==> config.mk <==
export PLATFORM = sky130hd
export DESIGN_NAME = square15_compressor
export DESIGN_NICKNAME = d
export VERILOG_FILES = /design/src/rtl/square15_compressor.sv
export SDC_FILE = /design/constraint.sdc
export NUM_CORES = 1
export LEC_CHECK = 0
export BUFFER_PORTS_ARGS = -buffer_cell sky130_fd_sc_hd__buf_4
export CORE_MARGIN = 5
export CORE_UTILIZATION = 48
export DETAILED_ROUTE_END_ITERATION = 8
export PLACE_DENSITY = 0.91
export SYNTH_ARGS = -nofsm -noshare
export SYNTH_HDL_FRONTEND = slang
export SYNTH_SLANG_ARGS = --single-unit
==> constraint.sdc <==
create_clock -name clk -period 0.8 [get_ports clk]
set_input_delay 0.04 -clock clk [delete_from_list [all_inputs] [get_ports clk]]
set_output_delay 0.04 -clock clk [all_outputs]
set_load 0.01 [all_outputs]
==> src/rtl/square15_compressor.sv <==
// square15_compressor: registered bit-heap reducer for a 15x15 bit matrix.
// Column i holds 15 bits of weight 2^i; the 19-bit sum of all 225 bits is
// registered and presented one bit per output port, one cycle after capture.
module square15_compressor (
  input  logic        clk,
  input  logic        rst_n,
  input  logic [14:0] src0,
  input  logic [14:0] src1,
  input  logic [14:0] src2,
  input  logic [14:0] src3,
  input  logic [14:0] src4,
  input  logic [14:0] src5,
  input  logic [14:0] src6,
  input  logic [14:0] src7,
  input  logic [14:0] src8,
  input  logic [14:0] src9,
  input  logic [14:0] src10,
  input  logic [14:0] src11,
  input  logic [14:0] src12,
  input  logic [14:0] src13,
  input  logic [14:0] src14,
  output logic        dst0,
  output logic        dst1,
  output logic        dst2,
  output logic        dst3,
  output logic        dst4,
  output logic        dst5,
  output logic        dst6,
  output logic        dst7,
  output logic        dst8,
  output logic        dst9,
  output logic        dst10,
  output logic        dst11,
  output logic        dst12,
  output logic        dst13,
  output logic        dst14,
  output logic        dst15,
  output logic        dst16,
  output logic        dst17,
  output logic        dst18
);

  logic [14:0][14:0] cols;     // cols[i] = column i bit vector
  logic [14:0][3:0]  pc;       // per-column popcount, 0..15
  logic [18:0]       sum_d;
  logic [18:0]       sum_q;

  assign cols = {src14, src13, src12, src11, src10, src9, src8, src7,
                 src6,  src5,  src4,  src3,  src2,  src1, src0};

  // Per-column popcount: each column reduces to a 4-bit count.
  always_comb begin
    pc = '0;
    for (int unsigned c = 0; c < 15; c++) begin
      for (int unsigned r = 0; r < 15; r++) begin
        pc[c] = pc[c] + 4'(cols[c][r]);
      end
    end
  end

  // Shifted adder over the column counts; max 0x77FF1 fits in 19 bits.
  always_comb begin
    sum_d = '0;
    for (int unsigned c = 0; c < 15; c++) begin
      sum_d = sum_d + (19'(pc[c]) << c);
    end
  end

  // Output register; asynchronous clear discards any in-flight result.
  always_ff @(posedge clk or negedge rst_n) begin
    if (!rst_n) begin
      sum_q <= '0;
    end else begin
      sum_q <= sum_d;
    end
  end

  assign dst0  = sum_q[0];
  assign dst1  = sum_q[1];
  assign dst2  = sum_q[2];
  assign dst3  = sum_q[3];
  assign dst4  = sum_q[4];
  assign dst5  = sum_q[5];
  assign dst6  = sum_q[6];
  assign dst7  = sum_q[7];
  assign dst8  = sum_q[8];
  assign dst9  = sum_q[9];
  assign dst10 = sum_q[10];
  assign dst11 = sum_q[11];
  assign dst12 = sum_q[12];
  assign dst13 = sum_q[13];
  assign dst14 = sum_q[14];
  assign dst15 = sum_q[15];
  assign dst16 = sum_q[16];
  assign dst17 = sum_q[17];
  assign dst18 = sum_q[18];

endmodule

==> results of run 1 <==
==> cell usage after synthesis <==
library cell,n
inv_1,322
fa_1,176
ha_1,76
dfrtp_1,19
a21o_1,16
xnor2_1,16
xor2_1,13
a21oi_1,10
nor2_1,10
o21ai_0,9
nand2b_1,7
nor2b_1,6
a211oi_1,3
o21bai_1,3
a21oi_2,2
nand2_1,2
nor3_1,2
a2111oi_2,1
a21o_4,1
a31o_2,1
and4b_1,1
nand3_1,1
nand4_1,1
nand4b_1,1
nor3b_1,1
o2bb2ai_1,1
o31ai_1,1
o41ai_2,1
or3_1,1
or4b_1,1
==> per-layer routing <==
| layer | track usage, % | share of wire [%] | vias to the layer above |
|---|---|---|---|
| li1 | - | - | 2550 |
| met5 | 0 | 0 | - |
| met2 | 38.7 | 58 | 195 |
| met4 | 6.17 | 3.2 | 0 |
| met3 | 4.46 | 6.9 | 54 |
| met1 | 20.5 | 32 | 2673 |
==> cell families after synthesis <==
group / after synthesis / share of synthesized area (%)
buffers and inverters: 322 / 17.4
adders and majority gates: 252 / 64.4
AOI/OAI and AO/OA: 49 / 5.02
and+or+nand+nor: 34 / 2.74
xor gates and xnor gates: 29 / 3.65
DFF: 19 / 6.84
==> cell type report <==
type	instances	area [um^2]
clock buffer	4	78.8
tap	184	230
sequential	19	475
multi-input combinational	364	5760
fill	971	4230
timing repair buffer	300	2380
inverter	322	1220
==> stage by stage <==
step / setup WS, ns / hold WS, ns
floorplan: -6.89 / -0.256
finish: -7.03 / 0.0654
global placement: -7.15 / -0.0750
detailed placement: -7.32 / -0.0660
CTS: -6.98 / 0.0671
global route: -7.31 / 0.0615
==> layout by cell type (no fill, tap or decap), drive strengths merged, types with 2 or more instances in the layout <==
cell,instances
a211oi,3
inv,322
nor2,10
dfrtp,19
nor2b,6
o21ai,9
xnor2,16
nand2b,7
clkbuf,4
nor3,2
o21bai,3
buf,299
a21o,17
xor2,13
fa,176
a21oi,12
nand2,2
ha,76
==> repair_timing <==
action	in CTS	in global routing
resized for setup	26	50
buffers inserted	3	3
hold buffers	1	0
pin swaps	27	31
gates cloned	0	0
hold endpoints to repair	19	0
setup endpoints to repair	28	38
==> worst max-delay path by stage <==
stage	to	slack, ns	cells past startpoint	from
2_1_floorplan	sum_q[17]	-6.89	27	src6[0]
3_3_place_gp	sum_q[17]	-7.15	28	src6[0]
3_5_place_dp	sum_q[17]	-7.32	28	src6[0]
4_1_cts	sum_q[17]	-6.98	28	src6[0]
5_1_grt	sum_q[17]	-7.31	29	src6[0]
6_report	sum_q[17]	-7.03	28	src6[0]
==> impl_metrics.ini, run 1 <==
[placed_design]
placed_cells = 1183
place.gp.congestion = 0.779
dp_hpwl_um = 14900
io_buffers = 245
placed_area_um2 = 9650

[die]
floorplan.rows = 44
chipWidth_um = 130
core-area_um2 = 14400
die_h_um = 130
start_util_pct = 48.4
die_area_um2 = 17000
ios = 246

[routing]
drc = 0
viasPerCell = 4.59
first_iter_violations = 106
routed_wl_um = 16500
drtPass1Iterations = 7
wl_per_cell_um = 13.8
route.vias.total = 5472
antenna_left = 0

[worst_setup_path]
cpLargestDelayFamily = adder cells
crit_buf_inv = 3
arrival_ns = 8.00
worstPathMaxFanout = 5
cp-end-kind = flop
slowest_stage = fa_1
cp-start-kind = input pin
timing_worst_setup_path_type = input pin to flop
cp_data_required_time_ns = 0.97
crit_path_frequent_cell = fa_1
max_stage_delay_ns = 0.59

[cts]
path_clk_slew_ns = 0.06
clock_sinks = 19
cts_root_buffer = clkbuf_16
clock_tree.buffer_depth = 2
htree_levels = 1
cts_tree = yes
cts_made_buffers = 3

[global_routing]
grt_max_degree = 20
antenna_found_initial = 0
grt_usage_pct = 19.6
grt_pass1_wl_um = 27200
gr-total-overflow = 0
grt_pass1_vias = 6511

[timing]
period_minus_slack_ns = 7.83
rsz0062_at_grt = true
setup_viol = 23
drv_slew = 0
fmax_mhz = 128
slew_headroom_pct = 72.4
hold_violations = 0
timing.final.ws_setup_ns = -7.03
worst_pin_slew_ns = 0.413
fin_setup_tns_ns = -100.03
fin_crit_sh_pct = 979

[layout]
largest_reg_flops = 19
final_util_pct = 70.6
nets = 1489
drive_gt1_share_pct = 38.6
fin_cells = 1193
syn2layout_area_growth_pct = 45.9
top_regs = sum_q: 19 flops
post-route-cell-area_um2 = 10100
diodes = 0
top_register = sum_q

[logic_synthesis]
yosys.area.top_type = fa_1
syn_nets = 1184
netlist_area_um2 = 6950
synth_area_per_cell_um2 = 9.86
ys_types = 30
yosys-top-cells-area = fa_1, inv_1, ha_1, dfrtp_1, xnor2_1
yosys_warnings = 0
yosysTopAreaCellShare_pct = 50.7
seq_area_frac_synth_pct = 6.84
syn_inst = 705
ys_ff_latch = 19

[run_status]
status = finished, violations left
violations = negative setup slack

[min_path]
min_path_type = input pin to flop
worstHoldStart = src0[4]
hold_end = sum_q[0]
min_path_cells = 2

[run]
maxCapViolCount = 0
Power of run 1 is left out: the tool's default activity adds up to more than one toggle a clock period on the data nets, which glitch-free logic cannot reach.
==> run 2: changes to the inputs <==
- CORE_UTILIZATION: 48 -> 53
- PLACE_DENSITY: 0.91 -> 0.95
- clock period: 0.8 -> 7.9 ns (I/O delays scaled with it)
==> impl_metrics.ini, run 2 (same netlist as run 1, synthesis figures left out) <==
[run_status]
status = finished, violations left
violations = negative setup slack

[layout]
syn2layout_area_growth_pct = 39.4
largest_reg_flops = 19
regArea_um2 = 475
fillers = 815
layout_common_cells = inv_1, buf_4, fa_1
top_regs = sum_q: 19 flops
final_util_pct = 76.2
mostFrequentLayoutCell = inv_1
multi_input_area_um2 = 5580
diodes = 0
nets = 1472
drive_gt1_share_pct = 34.9
top_register = sum_q

[die]
start_util_pct = 54.6
floorplan.rows = 41
chipWidth_um = 125
ios = 246
die_h_um = 125
core-area_um2 = 12700
die_area_um2 = 15500

[routing]
antenna_left = 0
route.vias.total = 5434
drc = 0
routed_wl_um = 17000
wl_per_cell_um = 14.6
drtPass1Iterations = 4
first_iter_violations = 96
viasPerCell = 4.67

[timing]
setup_viol = 4
fin_crit_sh_pct = 104
drv_slew = 0
timing.final.ws_setup_ns = -0.316
hold_violations = 0
period_minus_slack_ns = 8.22
slew_headroom_pct = 69.8
worst_pin_slew_ns = 0.449
rsz0062_at_grt = true
fmax_mhz = 122

[cts]
cts_root_buffer = clkbuf_16
htree_levels = 1
clock_tree.buffer_depth = 2
cts.hold.buffers_added = 0
clock_sinks = 19
cts_made_buffers = 3
path_clk_slew_ns = 0.06
cts_tree = yes

[worst_setup_path]
slowest_stage = fa_1
timing_worst_setup_path_type = input pin to flop
cp_data_required_time_ns = 8.07
arrival_ns = 8.38
max_stage_delay_ns = 0.57
cp-end-kind = flop
worstPathMaxFanout = 3
cp-start-kind = input pin

[global_routing]
grt_usage_pct = 22.0
grt_max_degree = 20
grt_pass1_wl_um = 28400
antenna_found_initial = 0
gr-total-overflow = 0
grt_pass1_vias = 6478

[run]
maxCapViolCount = 0

[placed_design]
dp_hpwl_um = 15400
place.gp.congestion = 0.822
io_buffers = 245

[min_path]
min_path_type = input pin to asynchronous set/reset pin
-- run 2: changes by cell type in the layout (fill, tap and decap cells not counted), moves of 3 or more --
cell and change:
a21oi_4 -3, buf_6 -31, xnor2_1 +3, inv_2 -6, ha_4 -5, buf_4 +15, inv_1 +7, xnor2_2 -3
ha_1 +6
-- run 2: final timing paths --
| check | start | to | cells after the start |
|---|---|---|---|
| min in group clk | src0[4] | sum_q[0] | 2 |
| worst min-delay path | rst_n | sum_q[0] | 1 |
| max in group asynchronous | rst_n | sum_q[5] | 1 |
| worst max-delay path | src3[9] | sum_q[17] | 31 |
-- run 2: timing repair --
| action | CTS | global route |
|---|---|---|
| pin swaps | 32 | 32 |
| setup buffers | 4 | 2 |
| gates cloned | 0 | 0 |
| setup endpoints to repair | 4 | 4 |
| gates resized for setup | 25 | 22 |
-- run 2: worst max-delay path, delay by kind of cell --
family | cells | cell delay (ns)
adder cells (fa/ha/maj) | 16 | 6.37
AO/OA/AOI/OAI | 5 | 0.68
AND/OR/NAND/NOR | 3 | 0.42
buffers and inverters | 5 | 0.29
XOR/XNOR | 2 | 0.21
-- run 2: final cells by class --
| type | instances | area share, % |
|---|---|---|
| clock inverters | 1 | 0.0516 |
| inverters | 322 | 12.5 |
| flip-flops and latches | 19 | 4.91 |
| well taps | 172 | 2.22 |
| clock buffers | 3 | 0.775 |
| repair buffers | 283 | 22.0 |
| multi-input cells | 364 | 57.6 |
-- run 2: layer usage --
layer	track usage [%]	part of all wire [%]	wire [um]
met2	43.5	60	10100
met3	4.29	5.0	850
met1	23.7	32	5480
met4	5.48	3.3	556
met5	0	0	0
-- run 2: metrics by stage --
stage | instances | hold slack [ns] | setup slack (ns) | setup TNS [ns] | cell area, um^2
after floorplan | 705 | 0.0994 | -0.141 | -0.141 | 7050
after global routing | 1164 | 0.0383 | -0.563 | -1.76 | 9690
final | 1164 | 0.0180 | -0.316 | -0.690 | 9690
after global placement | 1154 | 0.280 | -0.416 | -1.06 | 9340
after detailed placement | 1154 | 0.286 | -0.644 | -2.03 | 9340
after CTS | 1162 | 0.0221 | -0.224 | -0.260 | 9560
Power of run 2 is left out for the same reason.
==> run 3: changes to the inputs <==
- CORE_ASPECT_RATIO: not set -> 1.5
- REMOVE_ABC_BUFFERS: not set -> 1
==> impl_metrics.ini, run 3 (same netlist as run 1, synthesis figures left out) <==
[run_status]
status = finished, violations left
violations = negative setup slack

[routing]
drc = 0
drtPass1Iterations = 4
routed_wl_um = 19300
antenna_left = 0
viasPerCell = 4.89
wl_per_cell_um = 16.6
route.vias.total = 5670
first_iter_violations = 128

[timing]
rsz0062_at_grt = true
drv_slew = 0
fin_crit_sh_pct = 104
period_minus_slack_ns = 8.25
slew_headroom_pct = 80.1
timing.final.ws_setup_ns = -0.354
worst_pin_slew_ns = 0.296
hold_violations = 0
fmax_mhz = 121
setup_viol = 5

[worst_setup_path]
cp-start-kind = input pin
cp_data_required_time_ns = 8.08
max_stage_delay_ns = 0.61
cp-end-kind = flop
arrival_ns = 8.44
crit_path_start = src4[5]
worstPathMaxFanout = 2
slowest_stage = fa_1
timing_worst_setup_path_type = input pin to flop

[layout]
layout_common_cells = inv_1, buf_4, fa_1
fillers = 787
syn2layout_area_growth_pct = 39.8
drive_gt1_share_pct = 35.9
top_register = sum_q
final_util_pct = 75.0
nets = 1481
top_regs = sum_q: 19 flops
diodes = 0
largest_reg_flops = 19
mostFrequentLayoutCell = inv_1

[cts]
path_clk_slew_ns = 0.06
clock_sinks = 19
cts_root_buffer = clkbuf_16
cts_made_buffers = 3
cts_tree = yes
clock_tree.buffer_depth = 2
htree_levels = 1

[die]
ios = 246
die_area_um2 = 15600
chipWidth_um = 104
start_util_pct = 53.7
die_h_um = 150
floorplan.rows = 51
core-area_um2 = 13000

[global_routing]
grt_max_degree = 20
antenna_found_initial = 0
grt_usage_pct = 24.0
grt_pass1_vias = 6740
gr-total-overflow = 0
grt_pass1_wl_um = 30100

[min_path]
min_path_type = input pin to asynchronous set/reset pin

[run]
maxCapViolCount = 0

[placed_design]
place.gp.congestion = 0.802
place_ws_ns = -0.990
io_buffers = 245
dp_hpwl_um = 16100
-- run 3: changes by cell type in the layout (fill, tap and decap cells not counted), moves of 2 or more --
cell	before	now
buf_4	281	288
buf_6	2	4
ha_1	61	64
ha_4	14	12
inv_1	311	306
inv_2	11	16
nor2_1	7	5
nor2_2	2	4
xnor2_1	14	12
xnor2_2	2	4
-- run 3: layout make-up --
type | instances | area, um^2 | area share [%]
Inverter | 322 | 1210 | 12.4
Clock inverter | 1 | 7.51 | 0.0773
Tap cell | 159 | 199 | 2.05
Multi-Input combinational cell | 364 | 5540 | 57.1
Timing Repair Buffer | 292 | 2210 | 22.7
Clock buffer | 3 | 75.1 | 0.773
Sequential cell | 19 | 475 | 4.89
-- run 3: stage by stage --
| step | instance area, um^2 | hold slack (ns) | std cells | TNS (ns) |
|---|---|---|---|---|
| floorplan | 6950 | 0.0994 | 705 | -1.48 |
| global route | 9720 | 0.0256 | 1160 | -2.10 |
| detailed placement | 9260 | 0.285 | 1145 | -4.38 |
| global placement | 9260 | 0.282 | 1145 | -3.00 |
| finish | 9720 | 0.00777 | 1160 | -0.979 |
| CTS | 9560 | 0.0190 | 1152 | -0.420 |
-- run 3: layer usage --
metal	up-vias	wire [um]	track usage, %	part of all wire (%)
met3	103	954	4.29	4.9
met2	237	11400	48.9	59
met5	-	0	0	0
li1	2536	-	-	-
met1	2794	5580	21.6	29
met4	0	1330	13.5	6.9
-- run 3: worst max-delay path by stage --
stage / to
after CTS: sum_q[17]
after global routing: sum_q[17]
after global placement: sum_q[17]
final: sum_q[17]
after floorplan: sum_q[17]
after detailed placement: sum_q[17]
-- run 3: timing repair --
item | 4_1_cts | 5_1_grt
pin swaps | 25 | 16
endpoints found under the setup margin | 7 | 7
hold buffers | 0 | 0
endpoints found under the hold margin | 0 | 0
buffers inserted | 4 | 8
resized for setup | 37 | 30
-- run 3: critical path: cells and delay by family --
| family | cells | cell delay (ns) |
|---|---|---|
| adders and majority gates | 16 | 6.30 |
| AOI/OAI and AO/OA | 5 | 0.72 |
| and+or+nand+nor | 3 | 0.39 |
| xor gates and xnor gates | 3 | 0.37 |
| buffers and inverters | 5 | 0.28 |
Power of run 3 is left out for the same reason.
